$ cat config.mk
export PLATFORM = sky130hd
export DESIGN_NAME = xosera_bus_initiator
export DESIGN_NICKNAME = d
export VERILOG_FILES = /design/src/rtl/xosera_bus_initiator.sv
export SDC_FILE = /design/constraint.sdc
export NUM_CORES = 1
export LEC_CHECK = 0
export ABC_AREA = 1
export CELL_PAD_IN_SITES_DETAIL_PLACEMENT = 0
export CELL_PAD_IN_SITES_GLOBAL_PLACEMENT = 1
export CORE_AREA = 2 2 77 116
export CTS_CLUSTER_SIZE = 20
export DETAILED_ROUTE_END_ITERATION = 8
export DIE_AREA = 0 0 79 118
export GPL_TIMING_DRIVEN = 0
export PLACE_DENSITY_LB_ADDON = 0.1
export SLEW_MARGIN = 30
export SYNTH_ARGS = -nofsm -noshare
export SYNTH_HDL_FRONTEND = slang
export SYNTH_SLANG_ARGS = --single-unit
$ cat constraint.sdc
create_clock -name clk -period 1.47 [get_ports clk]
set_input_delay 0.294 -clock clk [delete_from_list [all_inputs] [get_ports clk]]
set_output_delay 0.294 -clock clk [all_outputs]
set_load 0.02 [all_outputs]
$ cat src/rtl/xosera_bus_initiator.sv
// xosera_bus_initiator
// Host-side initiator for the Xosera 8-bit register bus. Each 16-bit request
// becomes two byte cycles (MSB with bytesel=0, then LSB with bytesel=1), each
// cycle being SETUP -> STROBE (cs_n low) -> HOLD. All bus outputs are registered.
// Optional feature macro: XOSERA_BUS_INTR_SYNC_EN adds a 2-flop interrupt
// synchronizer and a rising-edge pulse; without it the interrupt is a wire.
module xosera_bus_initiator #(
    parameter int unsigned SETUP_CYC  = 1,
    parameter int unsigned STROBE_CYC = 2,
    parameter int unsigned HOLD_CYC   = 1
) (
    input  logic        clk,
    input  logic        reset,
    input  logic        req_valid_i,
    output logic        req_ready_o,
    input  logic        req_wr_i,
    input  logic [3:0]  req_reg_i,
    input  logic [15:0] req_wdata_i,
    output logic        rsp_valid_o,
    output logic [15:0] rsp_rdata_o,
    output logic        bus_cs_n_o,
    output logic        bus_rd_nwr_o,
    output logic [3:0]  bus_reg_num_o,
    output logic        bus_bytesel_o,
    output logic [7:0]  bus_data_o,
    input  logic [7:0]  bus_data_i,
    input  logic        bus_intr_i,
    output logic        intr_o,
    output logic        intr_pulse_o
);
    localparam int unsigned MAX_AB  = (SETUP_CYC > STROBE_CYC) ? SETUP_CYC : STROBE_CYC;
    localparam int unsigned MAX_CYC = (MAX_AB > HOLD_CYC) ? MAX_AB : HOLD_CYC;
    localparam int unsigned CNT_W   = $clog2(MAX_CYC) + 1;

    // Counter reload values: the counter counts down to zero, so a phase of
    // N cycles loads N-1 on entry.
    localparam logic [CNT_W-1:0] SETUP_LOAD  = CNT_W'(SETUP_CYC - 1);
    localparam logic [CNT_W-1:0] STROBE_LOAD = CNT_W'(STROBE_CYC - 1);
    localparam logic [CNT_W-1:0] HOLD_LOAD   = CNT_W'(HOLD_CYC - 1);

    typedef enum logic [2:0] {
        ST_IDLE,
        ST_SETUP,
        ST_STROBE,
        ST_HOLD,
        ST_DONE
    } state_t;

    state_t           state_q, state_d;
    logic [CNT_W-1:0] cnt_q, cnt_d;
    logic             byte_q, byte_d;        // 0 = MSB cycle, 1 = LSB cycle
    logic             wr_q, wr_d;
    logic [15:0]      wdata_q, wdata_d;
    logic [7:0]       shadow_msb_q, shadow_msb_d;
    logic [7:0]       shadow_lsb_q, shadow_lsb_d;
    logic             rsp_valid_q, rsp_valid_d;
    logic [15:0]      rsp_rdata_q, rsp_rdata_d;
    logic             cs_n_q, cs_n_d;
    logic             rd_nwr_q, rd_nwr_d;
    logic [3:0]       reg_num_q, reg_num_d;
    logic             bytesel_q, bytesel_d;
    logic [7:0]       data_q, data_d;

    // Next-state, phase counter and registered bus outputs for the access sequencer.
    always_comb begin
        state_d      = state_q;
        cnt_d        = cnt_q;
        byte_d       = byte_q;
        wr_d         = wr_q;
        wdata_d      = wdata_q;
        shadow_msb_d = shadow_msb_q;
        shadow_lsb_d = shadow_lsb_q;
        rsp_valid_d  = 1'b0;
        rsp_rdata_d  = rsp_rdata_q;
        cs_n_d       = cs_n_q;
        rd_nwr_d     = rd_nwr_q;
        reg_num_d    = reg_num_q;
        bytesel_d    = bytesel_q;
        data_d       = data_q;

        case (state_q)
            ST_IDLE: begin
                if (req_valid_i) begin
                    wr_d      = req_wr_i;
                    wdata_d   = req_wdata_i;
                    byte_d    = 1'b0;
                    state_d   = ST_SETUP;
                    cnt_d     = SETUP_LOAD;
                    cs_n_d    = 1'b1;
                    rd_nwr_d  = ~req_wr_i;
                    reg_num_d = req_reg_i;
                    bytesel_d = 1'b0;
                    data_d    = req_wr_i ? req_wdata_i[15:8] : 8'h00;
                end
            end
            ST_SETUP: begin
                if (cnt_q == '0) begin
                    state_d = ST_STROBE;
                    cnt_d   = STROBE_LOAD;
                    cs_n_d  = 1'b0;
                end else begin
                    cnt_d = cnt_q - CNT_W'(1);
                end
            end
            ST_STROBE: begin
                if (cnt_q == '0) begin
                    // Read data is sampled at the end of the last strobe cycle.
                    if (!wr_q) begin
                        if (byte_q) shadow_lsb_d = bus_data_i;
                        else        shadow_msb_d = bus_data_i;
                    end
                    state_d = ST_HOLD;
                    cnt_d   = HOLD_LOAD;
                    cs_n_d  = 1'b1;
                end else begin
                    cnt_d = cnt_q - CNT_W'(1);
                end
            end
            ST_HOLD: begin
                if (cnt_q == '0) begin
                    if (!byte_q) begin
                        byte_d    = 1'b1;
                        state_d   = ST_SETUP;
                        cnt_d     = SETUP_LOAD;
                        bytesel_d = 1'b1;
                        data_d    = wr_q ? wdata_q[7:0] : 8'h00;
                    end else begin
                        state_d = ST_DONE;
                        cnt_d   = '0;
                    end
                end else begin
                    cnt_d = cnt_q - CNT_W'(1);
                end
            end
            ST_DONE: begin
                // Response is registered here, so it appears as we re-enter IDLE.
                rsp_valid_d = 1'b1;
                if (!wr_q) rsp_rdata_d = {shadow_msb_q, shadow_lsb_q};
                state_d = ST_IDLE;
            end
            default: begin
                state_d = ST_IDLE;
                cs_n_d  = 1'b1;
            end
        endcase
    end

    // State and output registers; reset drops chip select and abandons any access.
    always_ff @(posedge clk) begin
        if (reset) begin
            state_q      <= ST_IDLE;
            cnt_q        <= '0;
            byte_q       <= 1'b0;
            wr_q         <= 1'b0;
            wdata_q      <= 16'h0000;
            shadow_msb_q <= 8'h00;
            shadow_lsb_q <= 8'h00;
            rsp_valid_q  <= 1'b0;
            rsp_rdata_q  <= 16'h0000;
            cs_n_q       <= 1'b1;
            rd_nwr_q     <= 1'b1;
            reg_num_q    <= 4'h0;
            bytesel_q    <= 1'b0;
            data_q       <= 8'h00;
        end else begin
            state_q      <= state_d;
            cnt_q        <= cnt_d;
            byte_q       <= byte_d;
            wr_q         <= wr_d;
            wdata_q      <= wdata_d;
            shadow_msb_q <= shadow_msb_d;
            shadow_lsb_q <= shadow_lsb_d;
            rsp_valid_q  <= rsp_valid_d;
            rsp_rdata_q  <= rsp_rdata_d;
            cs_n_q       <= cs_n_d;
            rd_nwr_q     <= rd_nwr_d;
            reg_num_q    <= reg_num_d;
            bytesel_q    <= bytesel_d;
            data_q       <= data_d;
        end
    end

    assign req_ready_o   = (state_q == ST_IDLE);
    assign rsp_valid_o   = rsp_valid_q;
    assign rsp_rdata_o   = rsp_rdata_q;
    assign bus_cs_n_o    = cs_n_q;
    assign bus_rd_nwr_o  = rd_nwr_q;
    assign bus_reg_num_o = reg_num_q;
    assign bus_bytesel_o = bytesel_q;
    assign bus_data_o    = data_q;

`ifdef XOSERA_BUS_INTR_SYNC_EN
    logic intr_meta_q, intr_meta_d;
    logic intr_sync_q, intr_sync_d;
    logic intr_pulse_q, intr_pulse_d;

    // Two-stage synchronizer; the pulse fires when the second stage is about to rise.
    always_comb begin
        intr_meta_d  = bus_intr_i;
        intr_sync_d  = intr_meta_q;
        intr_pulse_d = intr_meta_q & ~intr_sync_q;
    end

    // Synchronizer and pulse registers.
    always_ff @(posedge clk) begin
        if (reset) begin
            intr_meta_q  <= 1'b0;
            intr_sync_q  <= 1'b0;
            intr_pulse_q <= 1'b0;
        end else begin
            intr_meta_q  <= intr_meta_d;
            intr_sync_q  <= intr_sync_d;
            intr_pulse_q <= intr_pulse_d;
        end
    end

    assign intr_o       = intr_sync_q;
    assign intr_pulse_o = intr_pulse_q;
`else
    assign intr_o       = bus_intr_i;
    assign intr_pulse_o = 1'b0;
`endif

endmodule

==> impl_metrics.tcl <==
set metrics [dict create \
    startpoint_type "flop" \
    syn_area_sq_mm 0.002844 \
    cts_max_level 3 \
    skew_ns 0.006672 \
    crit_arrival_ns 1.15 \
    wl_per_cell_um 11.91 \
    synthAdderAreaFrac_pct 0 \
    timing.critical_path.from "state_q[1]" \
    gp_congestion 0.8348 \
    yosys.area_share.xor_xnor_pct 0 \
    synth_mux_area_share_pct 0 \
    leakagePower_uw 0.001933 \
    fp.dieH_um 118 \
    clkLatencyLatePin_ns 0.33 \
    grt_overflow_total 0 \
    fmax_ghz 0.6934 \
    stdcell_count 608 \
    grt_pass1_vias 2625 \
    rsz0062_at_grt "yes" \
    synth_top_cell_by_area "dfxtp_1" \
    clkTransAtPathRegs_ns 0.05 \
    cp.required_ns 1.18 \
    synth_simple_gate_area_share_pct 34.45 \
    nets 529 \
    tns_ns 0 \
    synth-compound-area-share_pct 9.415 \
    synth_top_family_by_area "simple AND/OR/NAND/NOR gates" \
    yosys_warnings 0 \
    die-area_sq_mm 0.009322 \
    numCtsBuffers 9 \
    report.final.slew_viol_count 0 \
    drt_iter0_drc 101 \
    synthTopCellsByCount "96 x nand2_1, 63 x dfxtp_1, 60 x nor2_1" \
    grt_antenna_before_repair 0 \
    grt_usage_pct 16.93 \
    ios 68 \
    viasPerCell 4.462 \
    clock_sinks 63 \
    dr.pass1.iters 4 \
    run_status "complete, no violations" \
    endpoint_kind "primary output" \
    r2r-start "state_q[1]" \
    final_area_sq_mm 0.004024 \
    setup_viol 0 \
    hold_buffers 0 \
    die-width_um 79 \
    min_from "reset" \
    synth_edf_count 0 \
    finalPower_uw 6949 \
    n_antenna_cell 0 \
    synth_top_area_share_pct 44.35 \
    rows 41 \
    worst_pin_slew_ns 0.5602 \
    core_sq_mm 0.008310 \
    hold_viol 0 \
    fill_cells 889 \
    synthArstFlopShare_pct 0 \
    syn_to_final_growth_pct 41.49 \
    hpwl_um 5558 \
    hold_class "in2reg" \
    wl_um 7244 \
    hold_slack_ns 0.2467 \
    avgSynthCellArea_sq_um 6.903 \
    min_period_over_period_pct 98.11 \
    drcViolationCount 0 \
    finalCriticalPeriod_ns 1.442 \
    maxCapViolCount 0 \
    portBuffers 63 \
    place_area_sq_mm 0.003608 \
    root_buffer "clkbuf_16" \
    drtAntennaViolNets 0 \
    ys_ff_latch 63 \
    place_inst 582 \
    ys.flop_type "dfxtp_1" \
    ys_types 27 \
    clockBufferDepth 2 \
    tritoncts "built" \
    ir_drop_mv 0.7319 \
    crit_type "reg2out" \
    initial_core_util_pct 34.22 \
    slew_headroom_pct 62.65 \
    grt_max_degree 11 \
    yosysSeqAreaShare_pct 44.35 \
    drive_above_1_share_pct 12.38 \
    synthTopCellsByArea "dfxtp_1 44%, nand2_1 13%, nor2_1 7.9%, inv_1 6.9%, a21oi_1 5.8%" \
    yosysMostFrequentCell "nand2_1" \
    syn_inst 412 \
    worstPathMaxFanout 5 \
    syn_nets 445 \
    powerDensity_mw_per_mm2 1727 \
    num_vias 2713 \
    grt_pass1_wl_um 12100 \
]
[where the power goes]
part	internal, uW	leakage [uW]	switching, uW	total, uW
Clock	1570	0.000160	732	2310
Sequential	2030	0.000515	186	2220
Combinational	976	0.00126	1450	2430
[area by class of cell]
class | instances | area [sq um] | area share [%]
Multi-Input combinational cell | 268 | 1266 | 31.47
Inverter | 61 | 234.0 | 5.815
Clock inverter | 3 | 65.06 | 1.617
Clock buffer | 13 | 260.3 | 6.468
Sequential cell | 63 | 1270 | 31.56
Tap cell | 107 | 133.9 | 3.327
Buffer | 20 | 107.6 | 2.674
Timing Repair Buffer | 73 | 686.9 | 17.07
[final timing paths]
path	to	slack [ns]	depth (start not counted)
hold / removal	bus_reg_num_o[0]	0.25	2
setup / recovery	req_ready_o	0.03	5
setup reg to reg	shadow_msb_q[4]	0.05	9
hold reg to reg	rsp_rdata_o[8]	0.44	2
[layout by cell type, fill, tap and decap left out, types with 4 or more instances in the layout]
master,synthesis,layout
nand4_1,16,16
inv_1,52,52
nor2_1,60,59
o21ai_0,17,17
dfxtp_1,63,60
clkdlybuf4s50_1,0,30
a21oi_1,33,33
inv_2,8,6
clkbuf_1,10,11
nand2_1,96,95
nand3_1,29,28
clkbuf_16,0,9
dlygate4sd2_1,0,32
buf_4,4,10
buf_6,1,5
buf_2,4,4
[metal layers]
layer,up-vias,GRT usage (%),wire length [um]
li1,1461,-,-
met1,1164,16.31,2751
met2,71,31.51,3845
met3,17,6.365,432
met4,0,6.573,214
met5,-,0,0
[registers in the layout, indices dropped and copies added (netlist names)]
signal / count
cnt_q: 2
shadow_lsb_q: 8
wdata_q: 8
bus_bytesel_o: 1
wr_q: 1
bus_reg_num_o: 4
bus_rd_nwr_o: 1
shadow_msb_q: 8
state_q: 3
bus_cs_n_o: 1
rsp_valid_o: 1
byte_q: 1
bus_data_o: 8
rsp_rdata_o: 16
[repair_timing]
item                       4_1_cts  5_1_grt
setup buffers                    3        6
gates resized for setup         45       10
pin swaps                        1        5
gates cloned                     0        1
setup endpoints to repair       40       22
[critical path: stages, from the launching register on]
cell     delay [ns]
dfxtp_4        0.36
inv_4          0.06
nand2_2        0.07
nor2_4         0.10
buf_6          0.11
buf_6          0.11
[kinds of logic (layout without fill, tap and decap cells)]
family	after synthesis	after routing
simple gates	215	215
buf+inv	81	170
flops	63	63
compound gates	52	52
other cells	1	1
[per-stage QoR]
stage	util, %	setup slack [ns]
5_1_grt	48.42	-0.03887
3_5_place_dp	43.42	-0.4474
4_1_cts	47.34	-0.09282
6_report	48.42	0.02778
2_1_floorplan	-	0.2355
3_3_place_gp	43.42	-0.4507
Power figures use the tool's default switching activity.
